===== src/rtl/capture_controller_pkg.sv =====
// Shared opcodes, state encodings and constants for the capture controller.
package capture_controller_pkg;

  localparam logic [7:0] OP_RESET     = 8'h00;
  localparam logic [7:0] OP_RUN       = 8'h01;
  localparam logic [7:0] OP_ID        = 8'h02;
  localparam logic [7:0] OP_META      = 8'h04;
  localparam logic [7:0] OP_DIV       = 8'h80;
  localparam logic [7:0] OP_CNT       = 8'h81;
  localparam logic [7:0] OP_TRIG_RISE = 8'hC0;
  localparam logic [7:0] OP_TRIG_FALL = 8'hC1;
  localparam logic [7:0] OP_TRIG_CFG  = 8'hC2;

  localparam int unsigned WDOG_CYCLES = 16;

  typedef enum logic [2:0] {
    IDLE,
    ARMED,
    CAPTURE,
    READBACK,
    RB_WAIT,
    ID_WAIT,
    META
  } ctrl_state_t;

  typedef enum logic [1:0] {
    HS_IDLE,
    HS_WAIT_HIGH,
    HS_WAIT_LOW
  } hs_state_t;

endpackage


===== src/rtl/capture_controller_tx.sv =====
// UART word handshake: after start, wait for transmit_busy high then low.
// With CAPTURE_CONTROLLER_WATCHDOG_EN, a busy that never rises ends the wait.
module tx_handshake
  import capture_controller_pkg::*;
(
  input  logic clock,
  input  logic reset,
  input  logic start,
  input  logic abort,
  input  logic transmit_busy,
  output logic done,
  output logic timeout
);

  hs_state_t state, state_next;

`ifdef CAPTURE_CONTROLLER_WATCHDOG_EN
  localparam int unsigned WW = $clog2(WDOG_CYCLES);
  localparam logic [WW-1:0] WDOG_LAST = WW'(WDOG_CYCLES - 1);

  logic [WW-1:0] wcnt;

  // Counts from the cycle the request pulse is visible.
  always_ff @(posedge clock) begin
    if (reset || start) wcnt <= '0;
    else if (state == HS_WAIT_HIGH) wcnt <= wcnt + WW'(1);
  end
`endif

  always_ff @(posedge clock) begin
    if (reset || abort) state <= HS_IDLE;
    else                state <= state_next;
  end

  always_comb begin
    state_next = state;
    done       = 1'b0;
    timeout    = 1'b0;
    case (state)
      HS_IDLE: if (start) state_next = HS_WAIT_HIGH;
      HS_WAIT_HIGH: begin
        if (transmit_busy) state_next = HS_WAIT_LOW;
`ifdef CAPTURE_CONTROLLER_WATCHDOG_EN
        else if (wcnt == WDOG_LAST) begin
          timeout    = 1'b1;
          done       = 1'b1;
          state_next = HS_IDLE;
        end
`endif
      end
      HS_WAIT_LOW: begin
        if (!transmit_busy) begin
          done       = 1'b1;
          state_next = HS_IDLE;
        end
      end
      default: state_next = HS_IDLE;
    endcase
  end

endmodule


===== src/rtl/capture_controller.sv =====
// SUMP-style capture controller: config registers and acquisition/readback FSM.
// Optional UART watchdog enabled by CAPTURE_CONTROLLER_WATCHDOG_EN.
module capture_controller
  import capture_controller_pkg::*;
#(
  parameter int unsigned SAMPLE_WIDTH = 8,
  parameter int unsigned STAGES       = 4,
  parameter int unsigned DIV_WIDTH    = 24,
  parameter int unsigned CNT_WIDTH    = 16
) (
  input  logic                           clock,
  input  logic                           reset,
  input  logic [7:0]                     opcode,
  input  logic [31:0]                    command,
  input  logic                           cmd_recv_rx,
  input  logic                           run,
  input  logic                           sample_valid,
  input  logic                           transmit_busy,
  input  logic                           meta_transmit_finish,
  output logic [DIV_WIDTH-1:0]           divider,
  output logic                           arm,
  output logic                           capture_enable,
  output logic                           rd_req,
  output logic                           send_id,
  output logic                           begin_meta_transmit,
  output logic                           data_meta_mux,
  output logic [STAGES*SAMPLE_WIDTH-1:0] rise_patterns,
  output logic [STAGES*SAMPLE_WIDTH-1:0] fall_patterns,
  output logic [STAGES-1:0]              stage_enable,
  output logic                           capture_done,
  output logic                           busy,
  output logic                           tx_error
);

  localparam logic [CNT_WIDTH:0] CNT_ONE = {{CNT_WIDTH{1'b0}}, 1'b1};

  ctrl_state_t state, state_next;

  logic [CNT_WIDTH-1:0] read_cnt, delay_cnt;
  logic [CNT_WIDTH:0]   dcnt, rcnt;

  logic       op_reset, op_idle, trig_op;
  logic [2:0] trig_stage;
  logic [1:0] trig_kind;

  logic load_dcnt, dec_dcnt, load_rcnt, dec_rcnt;
  logic hs_start, hs_done, hs_timeout;
  logic rd_req_next, send_id_next, meta_next, done_next;

  assign op_reset   = cmd_recv_rx && (opcode == OP_RESET);
  assign op_idle    = cmd_recv_rx && (state == IDLE);
  assign trig_op    = op_idle && (opcode[7:5] == OP_TRIG_RISE[7:5]);
  assign trig_stage = opcode[4:2];
  assign trig_kind  = opcode[1:0];

  assign arm            = (state == ARMED) || (state == CAPTURE);
  assign capture_enable = arm;
  assign busy           = (state != IDLE);
  assign data_meta_mux  = (state == META);

  tx_handshake u_tx_handshake (
    .clock         (clock),
    .reset         (reset),
    .start         (hs_start),
    .abort         (op_reset),
    .transmit_busy (transmit_busy),
    .done          (hs_done),
    .timeout       (hs_timeout)
  );

  // Configuration is writable only while idle; stages beyond STAGES are dropped.
  always_ff @(posedge clock) begin
    if (reset) begin
      divider       <= '0;
      read_cnt      <= '0;
      delay_cnt     <= '0;
      rise_patterns <= '0;
      fall_patterns <= '0;
      stage_enable  <= '0;
    end else if (op_idle) begin
      if (opcode == OP_DIV) divider <= command[DIV_WIDTH-1:0];
      if (opcode == OP_CNT) begin
        read_cnt  <= command[CNT_WIDTH-1:0];
        delay_cnt <= command[16 +: CNT_WIDTH];
      end
      for (int unsigned s = 0; s < STAGES; s++) begin
        if (trig_op && trig_stage == 3'(s)) begin
          case (trig_kind)
            OP_TRIG_RISE[1:0]: rise_patterns[s*SAMPLE_WIDTH +: SAMPLE_WIDTH] <= command[SAMPLE_WIDTH-1:0];
            OP_TRIG_FALL[1:0]: fall_patterns[s*SAMPLE_WIDTH +: SAMPLE_WIDTH] <= command[SAMPLE_WIDTH-1:0];
            OP_TRIG_CFG[1:0]:  stage_enable[s] <= command[0];
            default: ;
          endcase
        end
      end
    end
  end

  always_comb begin
    state_next   = state;
    load_dcnt    = 1'b0;
    dec_dcnt     = 1'b0;
    load_rcnt    = 1'b0;
    dec_rcnt     = 1'b0;
    hs_start     = 1'b0;
    rd_req_next  = 1'b0;
    send_id_next = 1'b0;
    meta_next    = 1'b0;
    done_next    = 1'b0;
    if (op_reset) begin
      state_next = IDLE;
    end else begin
      case (state)
        IDLE: begin
          if (cmd_recv_rx) begin
            case (opcode)
              OP_RUN:  state_next = ARMED;
              OP_ID: begin
                send_id_next = 1'b1;
                hs_start     = 1'b1;
                state_next   = ID_WAIT;
              end
              OP_META: begin
                meta_next  = 1'b1;
                state_next = META;
              end
              default: ;
            endcase
          end
        end
        ARMED: begin
          if (run) begin
            load_dcnt  = 1'b1;
            state_next = CAPTURE;
          end
        end
        CAPTURE: begin
          if (sample_valid) begin
            if (dcnt == CNT_ONE) begin
              load_rcnt  = 1'b1;
              state_next = READBACK;
            end else begin
              dec_dcnt = 1'b1;
            end
          end
        end
        READBACK: begin
          if (!transmit_busy) begin
            rd_req_next = 1'b1;
            hs_start    = 1'b1;
            state_next  = RB_WAIT;
          end
        end
        RB_WAIT: begin
          if (hs_done) begin
            dec_rcnt = 1'b1;
            if (rcnt == CNT_ONE) begin
              done_next  = 1'b1;
              state_next = IDLE;
            end else begin
              state_next = READBACK;
            end
          end
        end
        ID_WAIT: if (hs_done) state_next = IDLE;
        META:    if (meta_transmit_finish) state_next = IDLE;
        default: state_next = IDLE;
      endcase
    end
  end

  // Pulses are registered so they line up with the state they start.
  always_ff @(posedge clock) begin
    if (reset) begin
      state               <= IDLE;
      dcnt                <= '0;
      rcnt                <= '0;
      rd_req              <= 1'b0;
      send_id             <= 1'b0;
      begin_meta_transmit <= 1'b0;
      capture_done        <= 1'b0;
      tx_error            <= 1'b0;
    end else begin
      state               <= state_next;
      rd_req              <= rd_req_next;
      send_id             <= send_id_next;
      begin_meta_transmit <= meta_next;
      capture_done        <= done_next;
      if (load_dcnt)     dcnt <= {1'b0, delay_cnt} + CNT_ONE;
      else if (dec_dcnt) dcnt <= dcnt - CNT_ONE;
      if (load_rcnt)     rcnt <= {1'b0, read_cnt} + CNT_ONE;
      else if (dec_rcnt) rcnt <= rcnt - CNT_ONE;
      if (op_reset)        tx_error <= 1'b0;
      else if (hs_timeout) tx_error <= 1'b1;
    end
  end

endmodule

===== config.mk =====
export PLATFORM = sky130hd
export DESIGN_NAME = capture_controller
export DESIGN_NICKNAME = d
export VERILOG_FILES = /design/src/rtl/capture_controller_pkg.sv /design/src/rtl/capture_controller_tx.sv /design/src/rtl/capture_controller.sv
export SDC_FILE = /design/constraint.sdc
export NUM_CORES = 1
export LEC_CHECK = 0
export CAP_MARGIN = 20
export CORE_AREA = 2 2 125 127
export CTS_CLUSTER_SIZE = 40
export DETAILED_ROUTE_END_ITERATION = 10
export DIE_AREA = 0 0 127 129
export GPL_TIMING_DRIVEN = 0
export HOLD_SLACK_MARGIN = 0.05
export PLACE_DENSITY_LB_ADDON = 0.2
export REMOVE_ABC_BUFFERS = 1
export SLEW_MARGIN = 5
export SYNTH_ARGS = -nofsm -noshare
export SYNTH_HDL_FRONTEND = slang
export SYNTH_SLANG_ARGS = --single-unit

===== constraint.sdc =====
create_clock -name clock -period 3 [get_ports clock]
set_clock_uncertainty 0.2 [all_clocks]
set_input_delay 0.45 -clock clock [delete_from_list [all_inputs] [get_ports clock]]
set_output_delay 0.45 -clock clock [all_outputs]
set_load 0.01 [all_outputs]

Yosys cells after proc, flatten, opt, wreduce, memory -nomap -nowiden --
Cells that the tools add are included. W data, S select, Z words.
Storage, ports and cells: input bits 47, word-level logic and storage cells 144, bits in registers 167
Operators by class: muxes and demuxes 41, equality and inequality tests 33, bitwise operators 5, reductions and logical operators 38, add/subtract/negate cells 4
Operator list (count):
- $mux W17 | 4
- $reduce_and A3 Y1 | 13
- $add A16 B1 Y17 const B | 2
- $eq A17 B1 Y1 const B | 2
- $sub A17 B1 Y17 const B | 2
- $mux W3 | 8
- $mux W1 | 21
- $pmux W3 S7 | 1
- $ne A2 B2 Y1 const B | 10
- $eq A8 B8 Y1 const B | 2
- $eq A3 B2 Y1 const B | 4
- $eq A3 B3 Y1 const B | 4
- $pmux W3 S3 | 1
- $reduce_and A9 Y1 | 1
- $eq A8 B1 Y1 const B | 1
- $eq A8 B2 Y1 const B | 1
- $eq A8 B3 Y1 const B | 1
- $logic_not A8 Y1 | 1
- $mux W2 | 4
- $reduce_or A4 Y1 | 2
- $logic_and A1 B1 Y1 | 7
- $eq A3 B1 Y1 const B | 2
- $logic_not A3 Y1 | 2
- $pmux W2 S3 | 1
- 13 further kinds | 24

Depth between registers and ports, before layout --
depth after elaboration 7, depth in mapped cells 9, gate-level depth less buffers 8

Cells and area by module --
Synthesis repeated with hierarchy kept, for this count alone.
Unflattened totals: cell total of the unflattened synthesis 987, area, all modules 7922.6 sq um
Modules (own cells, without submodules):
- capture_controller | instances 1, cells an instance 977, area each 7817.5 sq um
- tx_handshake | instances 1, cells an instance 10, area each 105.1 sq um

Worst setup path after synthesis --
No wires, ideal clock.
path kind in2reg, start input opcode[3], end register rcnt[7], required time 2.714 ns, setup time 0.086 ns, buffers on the path 2, path slack 0.353 ns, stages on the path 8, arrival 2.361 ns, path through clkbuf_1 nor4_1 and3_1 clkbuf_1 nor2_1 and4b_1 xnor2_1 a211oi_1
Between the ends: cells in the longest elaborated chain, start to end 4
RTL lines:
- from (decl) | line capture_controller.sv:13 | input logic [7:0] opcode,
- $logic_not A8 Y1 * | line capture_controller.sv:50 | assign op_reset = cmd_recv_rx && (opcode == OP_RESET);
- $logic_and A1 B1 Y1 * | line capture_controller.sv:50
- $mux W1 | line capture_controller.sv:110 | if (op_reset) begin
- $mux W17 / $reduce_bool A2 Y1 (equally long branches)
- to (signal assigned) | line capture_controller.sv:191 | if (load_rcnt) rcnt <= {1'b0, read_cnt} + CNT_ONE;
- to (signal assigned) | line capture_controller.sv:192 | else if (dec_rcnt) rcnt <= rcnt - CNT_ONE;
- to (decl) | line capture_controller.sv:40 | logic [CNT_WIDTH:0] dcnt, rcnt;
Every way passes the cells marked *; elsewhere a longest branch is shown, timed or not. A chain may end at the register's enable or synchronous reset.

Worst setup path after layout --
start register state[0], end register read_cnt[2]
Between the ends: cells in the longest elaborated chain, start to end 3
RTL lines:
- from (decl) | line capture_controller.sv:37 | ctrl_state_t state, state_next;
- from (signal assigned) | line capture_controller.sv:184 | state <= state_next;
- $logic_not A3 Y1 | line capture_controller.sv:51 | assign op_idle = cmd_recv_rx && (state == IDLE);
- $logic_and A1 B1 Y1 | line capture_controller.sv:51
- $reduce_and A2 Y1 (no source line)
- to (signal assigned) | line capture_controller.sv:83 | read_cnt <= command[CNT_WIDTH-1:0];
- to (decl) | line capture_controller.sv:39 | logic [CNT_WIDTH-1:0] read_cnt, delay_cnt;
No other way between the ends.

==> results_tabular.tex <==
\begin{tabular}{lr}
\hline
Metric & Value \\
\hline
\multicolumn{2}{l}{\textbf{Status}} \\
\quad Status & finished clean \\
\multicolumn{2}{l}{\textbf{Yosys}} \\
\quad Async set or reset register ratio after synthesis & 0 \\
\quad Ranking of synthesized cells by area & sky130\_fd\_sc\_hd\_\_dfxtp\_1, sky130\_fd\_sc\_hd\_\_nand2\_1, sky130\_fd\_sc\_hd\_\_mux2i\_1, sky130\_fd\_sc\_hd\_\_a21oi\_1, sky130\_fd\_sc\_hd\_\_nor2\_1 \\
\quad Proportion of synthesized chip area in sequential cells & 0.438 \\
\quad Number of flip-flops and latches in the synthesized netlist & 167 \\
\quad Unique masters post-synth & 66 \\
\quad Post-Syn Area & 7640 sq um \\
\quad Most frequent cells after synthesis & sky130\_fd\_sc\_hd\_\_dfxtp\_1, sky130\_fd\_sc\_hd\_\_nand2\_1, sky130\_fd\_sc\_hd\_\_nor2\_1, sky130\_fd\_sc\_hd\_\_a21oi\_1, sky130\_fd\_sc\_hd\_\_mux2i\_1 \\
\quad EDFF count, synth & 0 \\
\quad Most used standard cell by instance count after synthesis & sky130\_fd\_sc\_hd\_\_dfxtp\_1 \\
\quad Predominant post-synthesis flop cell & sky130\_fd\_sc\_hd\_\_dfxtp\_1 \\
\quad Yosys warnings & 0 \\
\quad Cells after Synth & 925 \\
\quad Area share of the leading cell type in the synthesized netlist & 0.438 \\
\quad Dominant cell type by area after synthesis & sky130\_fd\_sc\_hd\_\_dfxtp\_1 \\
\quad Mean cell area of the mapped netlist & 8.26 sq um \\
\multicolumn{2}{l}{\textbf{Floorplanning}} \\
\quad Effective utilization at floorplan & 0.510 \\
\quad DIE WIDTH & 127 um \\
\quad Height of the die & 129 um \\
\quad Core Rows & 45 \\
\quad Number of ports placed on the die boundary & 148 \\
\quad Core region area & 15,000 sq um \\
\quad Total Die Area & 16,400 sq um \\
\multicolumn{2}{l}{\textbf{Route}} \\
\quad Initial drt markers & 511 \\
\quad Sum of routed wire length over all layers & 20.3 mm \\
\quad WL per Instance & 16.3 um \\
\quad Via count & 6,908 \\
\quad Number of optimization iterations in the first detailed-route pass & 5 \\
\quad Residual DRC count & 0 \\
\quad Average via count per standard cell & 5.54 \\
\quad Final antenna-violating net count & 0 \\
\multicolumn{2}{l}{\textbf{Power}} \\
\quad Post-layout power & 5.35 mW \\
\quad P\_leak & 3.37 nW \\
\quad Pwr dens & 540 nW/um\^{}2 \\
\quad Worst vdd rail ir drop & 395 uV \\
\multicolumn{2}{l}{\textbf{Run}} \\
\quad Maxcap violations & 0 \\
\multicolumn{2}{l}{\textbf{Finish}} \\
\quad Total inserted antenna cells & 0 \\
\quad Non-filler cells in the finished layout & 1,246 \\
\quad Fraction of layout cells with a size suffix above 1 & 0.0690 \\
\quad Final standard cell utilization of the core & 0.662 \\
\quad Synthesis-to-finish area growth & 29.8\% \\
\quad Final nets & 1,098 \\
\quad Layout Cell Area excl Fill & 9920 sq um \\
\multicolumn{2}{l}{\textbf{Critical path}} \\
\quad Crit. End Element & flip-flop \\
\quad Endpoint arrival time on the critical path & 2970 ps \\
\quad Worst setup path class & flip-flop to flip-flop \\
\quad Origin of the critical flop-to-flop path & state[0] \\
\quad Maximum fanout along the worst path & 17 \\
\quad WP data required & 3160 ps \\
\quad Worst reg-to-reg setup slack & 180 ps \\
\quad Critical path startpoint & state[0] \\
\quad Startpoint type of the worst setup path & flip-flop \\
\multicolumn{2}{l}{\textbf{Global routing}} \\
\quad Total grt overflow & 0 \\
\quad Number of global-route vias before repair & 6,486 \\
\quad First-pass GRT wire length & 33.4 mm \\
\quad Initial antenna violation count & 0 \\
\quad Maximum number of pins on one net before global-route repair & 98 \\
\quad GR Util All Layers & 0.254 \\
\multicolumn{2}{l}{\textbf{Hold path}} \\
\quad Classification of the worst-slack hold path & primary input to flip-flop \\
\quad Launch instance of the worst min-delay path & reset \\
\multicolumn{2}{l}{\textbf{Timing}} \\
\quad Time the final worst path needs with I/O delays and setup & 2820 ps \\
\quad Final setup violating endpoints & 0 \\
\quad Max Clock Freq & 355 MHz \\
\quad Headroom to the max-slew limit & 0.431 \\
\quad Post-route setup slack & 183 ps \\
\quad Setup repair after global routing missed its margin & true \\
\quad Slew Limit Fails & 0 \\
\quad Part of the cycle the worst path needs & 0.939 \\
\quad Accumulated negative setup slack & 0 ps \\
\quad Min Hold Slack & 230 ps \\
\quad Final Hold Viols & 0 \\
\quad Slew @ Worst Pin & 846 ps \\
\multicolumn{2}{l}{\textbf{Clock network}} \\
\quad CTS tree & built \\
\quad Root Buffer & sky130\_fd\_sc\_hd\_\_clkbuf\_16 \\
\quad Number of sinks handled by clock tree synthesis & 167 \\
\quad Clock latency at the later pin of the worst-skew pair & 430 ps \\
\quad CTS clock-pin slew for the worst setup and hold paths & 70 ps \\
\quad Maximum buffer depth of the clock tree & 2 \\
\quad Level count of the clock H-tree & 4 \\
\quad CTS buffer count & 17 \\
\multicolumn{2}{l}{\textbf{Placed design}} \\
\quad Post-detail-place hpwl & 14.0 mm \\
\quad Place WS & -778 ps \\
\quad Post-detailed-placement cell area & 9210 sq um \\
\quad Final estimated routing congestion in global placement & 0.870 \\
\quad DP Cell Count & 1,209 \\
\quad Port Buf Inserts & 146 \\
\hline
\end{tabular}
==> where the power goes <==
group          internal (mW)  switching, mW
clock                   1.25          0.964
combinational          0.331          0.489
sequential              2.26         0.0604
total                   3.84           1.51
==> critical path: stages (launching register included) <==
cell	delay [ps]
sky130_fd_sc_hd__dfxtp_1	430
sky130_fd_sc_hd__or2_2	380
sky130_fd_sc_hd__nor2_1	170
sky130_fd_sc_hd__inv_1	160
sky130_fd_sc_hd__nor3_1	370
sky130_fd_sc_hd__and4_2	570
sky130_fd_sc_hd__buf_16	200
sky130_fd_sc_hd__nand2_1	80
sky130_fd_sc_hd__a21oi_1	180
==> cell families (layout without fill, tap and decap cells) <==
group           Yosys count  count (layout)  share of synthesized area
mux                      58              58                     0.0760
xor+xnor                 42              42                     0.0481
compound gates          166             166                      0.133
simple gates            420             420                      0.261
fa+ha+maj                 6               6                    0.00983
other cells               1               1                   0.000491
flops                   167             167                      0.438
buf+inv                  65             198                     0.0344
==> flip-flops by register name, indices dropped and copies added (netlist names), 4 cells and up <==
| name | cells |
|---|---|
| dcnt | 17 |
| delay_cnt | 16 |
| divider | 24 |
| fall_patterns | 32 |
| rcnt | 17 |
| read_cnt | 16 |
| rise_patterns | 32 |
| stage_enable | 4 |
==> cell usage in the layout, fill, tap and decap left out, types with 17 or more instances in the layout <==
cell type	Yosys	routed
sky130_fd_sc_hd__clkdlybuf4s50_1	0	145
sky130_fd_sc_hd__mux2i_1	58	58
sky130_fd_sc_hd__nand3_1	30	29
sky130_fd_sc_hd__nor3_1	17	17
sky130_fd_sc_hd__o21ai_0	22	22
sky130_fd_sc_hd__nor2_1	114	114
sky130_fd_sc_hd__xnor2_1	23	23
sky130_fd_sc_hd__dfxtp_1	167	166
sky130_fd_sc_hd__nand2_1	163	163
sky130_fd_sc_hd__a21oi_1	89	89
sky130_fd_sc_hd__xor2_1	19	19
sky130_fd_sc_hd__clkbuf_16	0	17
==> layout make-up <==
cell class	count	area [sq um]
clock inverters	15	165
clock buffers	17	425
inverters	9	33.8
fillers	1254	5060
multi-input cells	693	4090
flip-flops and latches	167	3340
repair buffers	157	1620
well taps	188	235
==> what timing repair did <==
item	in CTS	in global routing
hold buffers	0	0
setup endpoints to repair	119	49
setup buffers	5	0
pin swaps	4	0
gates resized for setup	8	4
==> worst paths after layout <==
| path | cells past startpoint | to |
|---|---|---|
| worst min-delay path | 2 | rise_patterns[21] |
| worst max-delay path | 8 | read_cnt[2] |
| worst min register to register | 2 | divider[0] |
| worst max register to register | 8 | read_cnt[2] |
==> routing by layer <==
layer | global-route usage | vias to the layer above | routed length (um)
met1 | 0.337 | 3222 | 9260
met3 | 0.0827 | 33 | 1550
met4 | 0.0970 | 0 | 474
li1 | - | 3460 | -
met2 | 0.388 | 193 | 9000
met5 | 0 | - | 0
No activity file was read; power rests on OpenSTA's default activity.
